<file path="src/rtl/alu_fifo_pkg.sv">
// Shared ALU opcode encoding and default sizing for the ALU result FIFO.
package alu_fifo_pkg;

  localparam int unsigned DEF_WIDTH = 8;
  localparam int unsigned DEF_DEPTH = 8;

  typedef enum logic [2:0] {
    OP_ADD = 3'b000,
    OP_SUB = 3'b001,
    OP_AND = 3'b010,
    OP_OR  = 3'b011,
    OP_XOR = 3'b100,
    OP_NOT = 3'b101,
    OP_SHL = 3'b110,
    OP_SHR = 3'b111
  } alu_op_e;

endpackage

</file>
<file path="src/rtl/alu_core.sv">
// Combinational ALU: modulo-2^WIDTH arithmetic/logic, no carry or borrow out.
module alu_core
  import alu_fifo_pkg::*;
#(
  parameter int unsigned WIDTH = DEF_WIDTH
) (
  input  logic [WIDTH-1:0] a_i,
  input  logic [WIDTH-1:0] b_i,
  input  logic [2:0]       op_i,
  output logic [WIDTH-1:0] result_o
);

  alu_op_e op_e;
  assign op_e = alu_op_e'(op_i);

  always_comb begin
    result_o = '0;
    case (op_e)
      OP_ADD: result_o = a_i + b_i;
      OP_SUB: result_o = a_i - b_i;
      OP_AND: result_o = a_i & b_i;
      OP_OR:  result_o = a_i | b_i;
      OP_XOR: result_o = a_i ^ b_i;
      OP_NOT: result_o = ~a_i;
      OP_SHL: result_o = {a_i[WIDTH-2:0], 1'b0};
      OP_SHR: result_o = {1'b0, a_i[WIDTH-1:1]};
      default: result_o = '0;
    endcase
  end

endmodule

</file>
<file path="src/rtl/alu_result_fifo.sv">
// ALU whose combinational result can be pushed into a synchronous FIFO with
// registered read data.
module alu_result_fifo
  import alu_fifo_pkg::*;
#(
  parameter int unsigned WIDTH = DEF_WIDTH,
  parameter int unsigned DEPTH = DEF_DEPTH
) (
  input  logic             clk,
  input  logic             reset,
  input  logic [WIDTH-1:0] A,
  input  logic [WIDTH-1:0] B,
  input  logic [2:0]       op,
  output logic [WIDTH-1:0] result,
  input  logic             wr_en,
  input  logic             rd_en,
  output logic [WIDTH-1:0] data_out,
  output logic             full,
  output logic             empty
);

  localparam int unsigned PTR_W = $clog2(DEPTH);
  localparam int unsigned CNT_W = $clog2(DEPTH + 1);
  localparam logic [CNT_W-1:0] FULL_CNT = CNT_W'(DEPTH);

  logic [WIDTH-1:0] mem_q [DEPTH];
  logic [PTR_W-1:0] wptr_q, wptr_d;
  logic [PTR_W-1:0] rptr_q, rptr_d;
  logic [CNT_W-1:0] count_q, count_d;
  logic [WIDTH-1:0] dout_q, dout_d;
  logic             do_wr, do_rd;

  alu_core #(.WIDTH(WIDTH)) u_alu (
    .a_i      (A),
    .b_i      (B),
    .op_i     (op),
    .result_o (result)
  );

  assign full     = (count_q == FULL_CNT);
  assign empty    = (count_q == '0);
  assign data_out = dout_q;

  // A read on a full FIFO frees a slot on the same edge, so the write is also taken.
  assign do_rd = rd_en && !empty;
  assign do_wr = wr_en && (!full || do_rd);

  always_comb begin
    wptr_d  = wptr_q;
    rptr_d  = rptr_q;
    count_d = count_q;
    dout_d  = dout_q;
    if (do_wr) wptr_d = wptr_q + PTR_W'(1);
    if (do_rd) begin
      rptr_d = rptr_q + PTR_W'(1);
      dout_d = mem_q[rptr_q];
    end
    case ({do_wr, do_rd})
      2'b10:   count_d = count_q + CNT_W'(1);
      2'b01:   count_d = count_q - CNT_W'(1);
      default: count_d = count_q;
    endcase
  end

  always_ff @(posedge clk) begin
    if (reset) begin
      wptr_q  <= '0;
      rptr_q  <= '0;
      count_q <= '0;
      dout_q  <= '0;
    end else begin
      wptr_q  <= wptr_d;
      rptr_q  <= rptr_d;
      count_q <= count_d;
      dout_q  <= dout_d;
    end
  end

  // Storage is not reset; the cleared pointers and count make old words unreachable.
  always_ff @(posedge clk) begin
    if (!reset && do_wr) mem_q[wptr_q] <= result;
  end

endmodule

</file>
<file path="config.mk">
export PLATFORM = sky130hd
export DESIGN_NAME = alu_result_fifo
export DESIGN_NICKNAME = d
export VERILOG_FILES = /design/src/rtl/alu_fifo_pkg.sv /design/src/rtl/alu_core.sv /design/src/rtl/alu_result_fifo.sv
export SDC_FILE = /design/constraint.sdc
export NUM_CORES = 1
export LEC_CHECK = 0
export ABC_AREA = 1
export CAP_MARGIN = 5
export CORE_UTILIZATION = 41
export DETAILED_ROUTE_END_ITERATION = 6
export HOLD_SLACK_MARGIN = 0.06
export PLACE_DENSITY = 0.66
export SLEW_MARGIN = 20
export SYNTH_ARGS = -nofsm -noshare
export SYNTH_HDL_FRONTEND = slang
export SYNTH_SLANG_ARGS = --single-unit
</file>
<file path="constraint.sdc">
create_clock -name clk -period 3.8 [get_ports clk]
set_clock_uncertainty 0.1 [all_clocks]
set_input_delay 0.38 -clock clk [delete_from_list [all_inputs] [get_ports clk]]
set_output_delay 0.38 -clock clk [all_outputs]
set_load 0.005 [all_outputs]
</file>
==> flow_summary_export.csv <==
group,metric,value,unit
setup_path,crit_fanout,9,
yosys,yosysWarnings,0,
timing,setup-tns-final,0,ps
setup_path,slowest_delay,530,ps
flow_run,drv_cap,0,
timing,slew_violations,0,
layout,final_cells,696,
yosys,yosys.area.top_type,"edfxtp_1",
power,power,2.43,mW
detailed_routing,drt_first_pass_iters,5,
yosys,syn_nets,558,
clock_tree,htree_levels,3,
power,power_leakage,2.19,nW
placement,io_buffers,40,
timing,setup_slack,131,ps
layout,area_growth,18.3,%
placement,dpl-instance-area,5090,sq um
timing,fmax,273,MHz
yosys,seq_area_frac_synth,50.7,%
grt,overflow,0,
die,die_w,107,um
timing,period_share,96.5,%
yosys,synthTopCellsByArea,"edfxtp_1 43%, dfxtp_1 8.0%, ha_1 7.8%",
clock_tree,root_buffer,"clkbuf_8",
clock_tree,cts_buffer_depth,2,
yosys,synth.cell_area,4500,sq um
grt,antenna_found_initial,0,
setup_path,cp_num_buf_inv,3,
detailed_routing,avgViaCountPerCell,5.27,
run_status,status,"finished, final reports clean",
power,power_frac_comb,30.0,%
timing,report.final.hold_viol_count,0,
timing,period_needed,3670,ps
power,power_density,457,nW/um^2
yosys,synth_top_cell_area_share,42.7,%
die,num_io_pins,41,
detailed_routing,wl_per_cell,15.0,um
detailed_routing,drtAntennaViolNets,0,
die,core,10500,sq um
die,start_util,42.9,%
setup_path,crit_family,"buffers and inverters",
layout,final_nets,609,
setup_path,crit_type,"input pin to primary output",
yosys,netlist_instances,505,
yosys,yosysMostFrequentCell,"nor2_1",
layout,diodes,0,
grt,grt_pass1_wl,16500,um
yosys,ys_ff_latch,82,
detailed_routing,drc_errors,0,
setup_path,crit_chain,"clkdlybuf4s50_1 > inv_1 > ha_1 > or2_1 > xor2_1 > ha_1 > nand3_1 > nand2_2 > xor2_1 > nand2_1 > nand3_2 > clkdlybuf4s50_1",
yosys,synth_common_cells,"90 x nor2_1, 69 x nand2_1, 64 x edfxtp_1, 52 x inv_1, 48 x o21ai_0",
power,power.switching,0.791,mW
yosys,syn_avg_cell_area,8.92,sq um
power,p_seq_share,45.4,%
setup_path,cp_data_arrival_time,3190,ps
grt,grt_start_max_net_pins,35,
yosys,synth-edff-count,64,
yosys,async_reset_ff_share,0,%
power,p_int,1.64,mW
layout,final_cell_area,5330,sq um
detailed_routing,drt_iter0_markers,280,
setup_path,crit_path_end_kind,"primary output",
die,std_cell_rows,37,
clock_tree,cts_sinks,82,
clock_tree,hold_buffers,0,
die,die_area,11400,sq um
timing,worst_slew_pin_slew,872,ps
detailed_routing,vias,3665,
clock_tree,clk_latency,350,ps
grt,grt_pass1_vias,3373,
yosys,ys_types,36,
setup_path,cp_slowest_cell,"clkdlybuf4s50_1",
clock_tree,numCtsBuffers,9,
power,vdd_drop_max,200,uV
worst_hold_path,hp-class,"flop to flop",
yosys,synth_ff_type,"edfxtp_1",
timing,worst_slew_margin_rel,41.7,%
die,die_y,107,um
clock_tree,clk_transition_reported_paths,80,ps
placement,dp_slack,17.8,ps
layout,drive_above_1_share,8.57,%
placement,place_inst,681,
setup_path,required,3320,ps
power,sw_frac_of_total,32.5,%
placement,hpwlAfterDp,7150,um
placement,gp_congestion,0.863,
grt,gr-usage-all-layers,18.9,%
timing,final-setup-viol-count,0,
clock_tree,cts_tree,"yes",
detailed_routing,wl,10500,um
setup_path,cp-start-kind,"input pin",
power,pwr-share-clk,24.6,%
==> layer usage <==
metal | GRT usage (%) | vias to the layer above | part of all wire, %
li1 | - | 1805 | -
met2 | 32.5 | 108 | 49
met5 | 0 | - | 0
met1 | 24.2 | 1738 | 44
met4 | 7.83 | 0 | 1.4
met3 | 2.13 | 14 | 5.3
==> metrics by stage <==
step           hold WS (ps)  utilization (%)
3_5_place_dp            354             48.5
2_1_floorplan           361                -
3_3_place_gp            351             48.5
4_1_cts                 366             50.2
6_report                366             50.7
5_1_grt                 384             50.7
==> cell usage in the layout, fill, tap and decap left out, types with 4 or more instances in the layout <==
cell	count
dfxtp_1	18
inv_1	52
nand2_2	4
edfxtp_1	64
nand2_4	4
o21ai_0	47
xor2_1	11
clkdlybuf4s50_1	39
o21ai_1	5
nor2_1	90
clkbuf_8	9
nand4_1	4
nand2_1	65
nand3_1	44
nor3_1	7
ha_1	26
o22ai_1	5
buf_4	14
a21oi_1	23
==> sequential cells by signal, indices dropped and copies added (netlist names) <==
name / flops
data_out: 8
mem_q: 64
count_q: 4
rptr_q: 3
wptr_q: 3
==> path summary, 6_finish.rpt <==
| check | cells after the start | slack [ps] | endpoint | startpoint |
|---|---|---|---|---|
| worst max-delay path | 12 | 130 | result[3] | B[0] |
| worst max register to register | 6 | 1620 | mem_q[1][6] | count_q[0] |
| worst min-delay path | 2 | 370 | data_out[2] | data_out[2] |
| worst min register to register | 2 | 370 | data_out[2] | data_out[2] |
==> kinds of logic (layout without fill, tap and decap cells) <==
logic type	count (synthesis)	in the layout	synth area share, %
xor+xnor	11	11	2.14
compound gates	84	84	9.69
fa+ha+maj	30	30	8.67
buf+inv	71	126	6.69
simple gates	227	227	22.1
flops	82	82	50.7
==> worst register-to-register path: cells and delay by family, from the launching register on <==
kind,cells,cell delay (ps)
buffers and inverters,1,130
flip-flops,1,430
AND/OR/NAND/NOR,5,1130
==> repair_timing <==
item                                    in CTS  in global routing
hold endpoints to repair                     0                  0
setup buffers                                0                  0
endpoints found under the setup margin       0                  5
resized for setup                            0                 11
==> power groups by stage <==
| stage | sequential [mW] | clock [mW] | combinational, mW |
|---|---|---|---|
| 4_1_cts | 1.10 | 0.610 | 0.719 |
| 2_1_floorplan | 1.10 | 0 | 0.488 |
| 6_report | 1.10 | 0.600 | 0.730 |
| 3_3_place_gp | 1.12 | 0 | 0.696 |
| 5_1_grt | 1.11 | 0.645 | 0.823 |
| 3_5_place_dp | 1.12 | 0 | 0.714 |
==> area by class of cell <==
cell class              count  area, sq um
well taps                 136          170
repair buffers             54          508
multi-input cells         352         1970
fillers                   951         5180
inverters                  57          216
flip-flops and latches     82         2280
clock inverters             5         56.3
clock buffers              10          128
(Power assumes the default switching activity.)
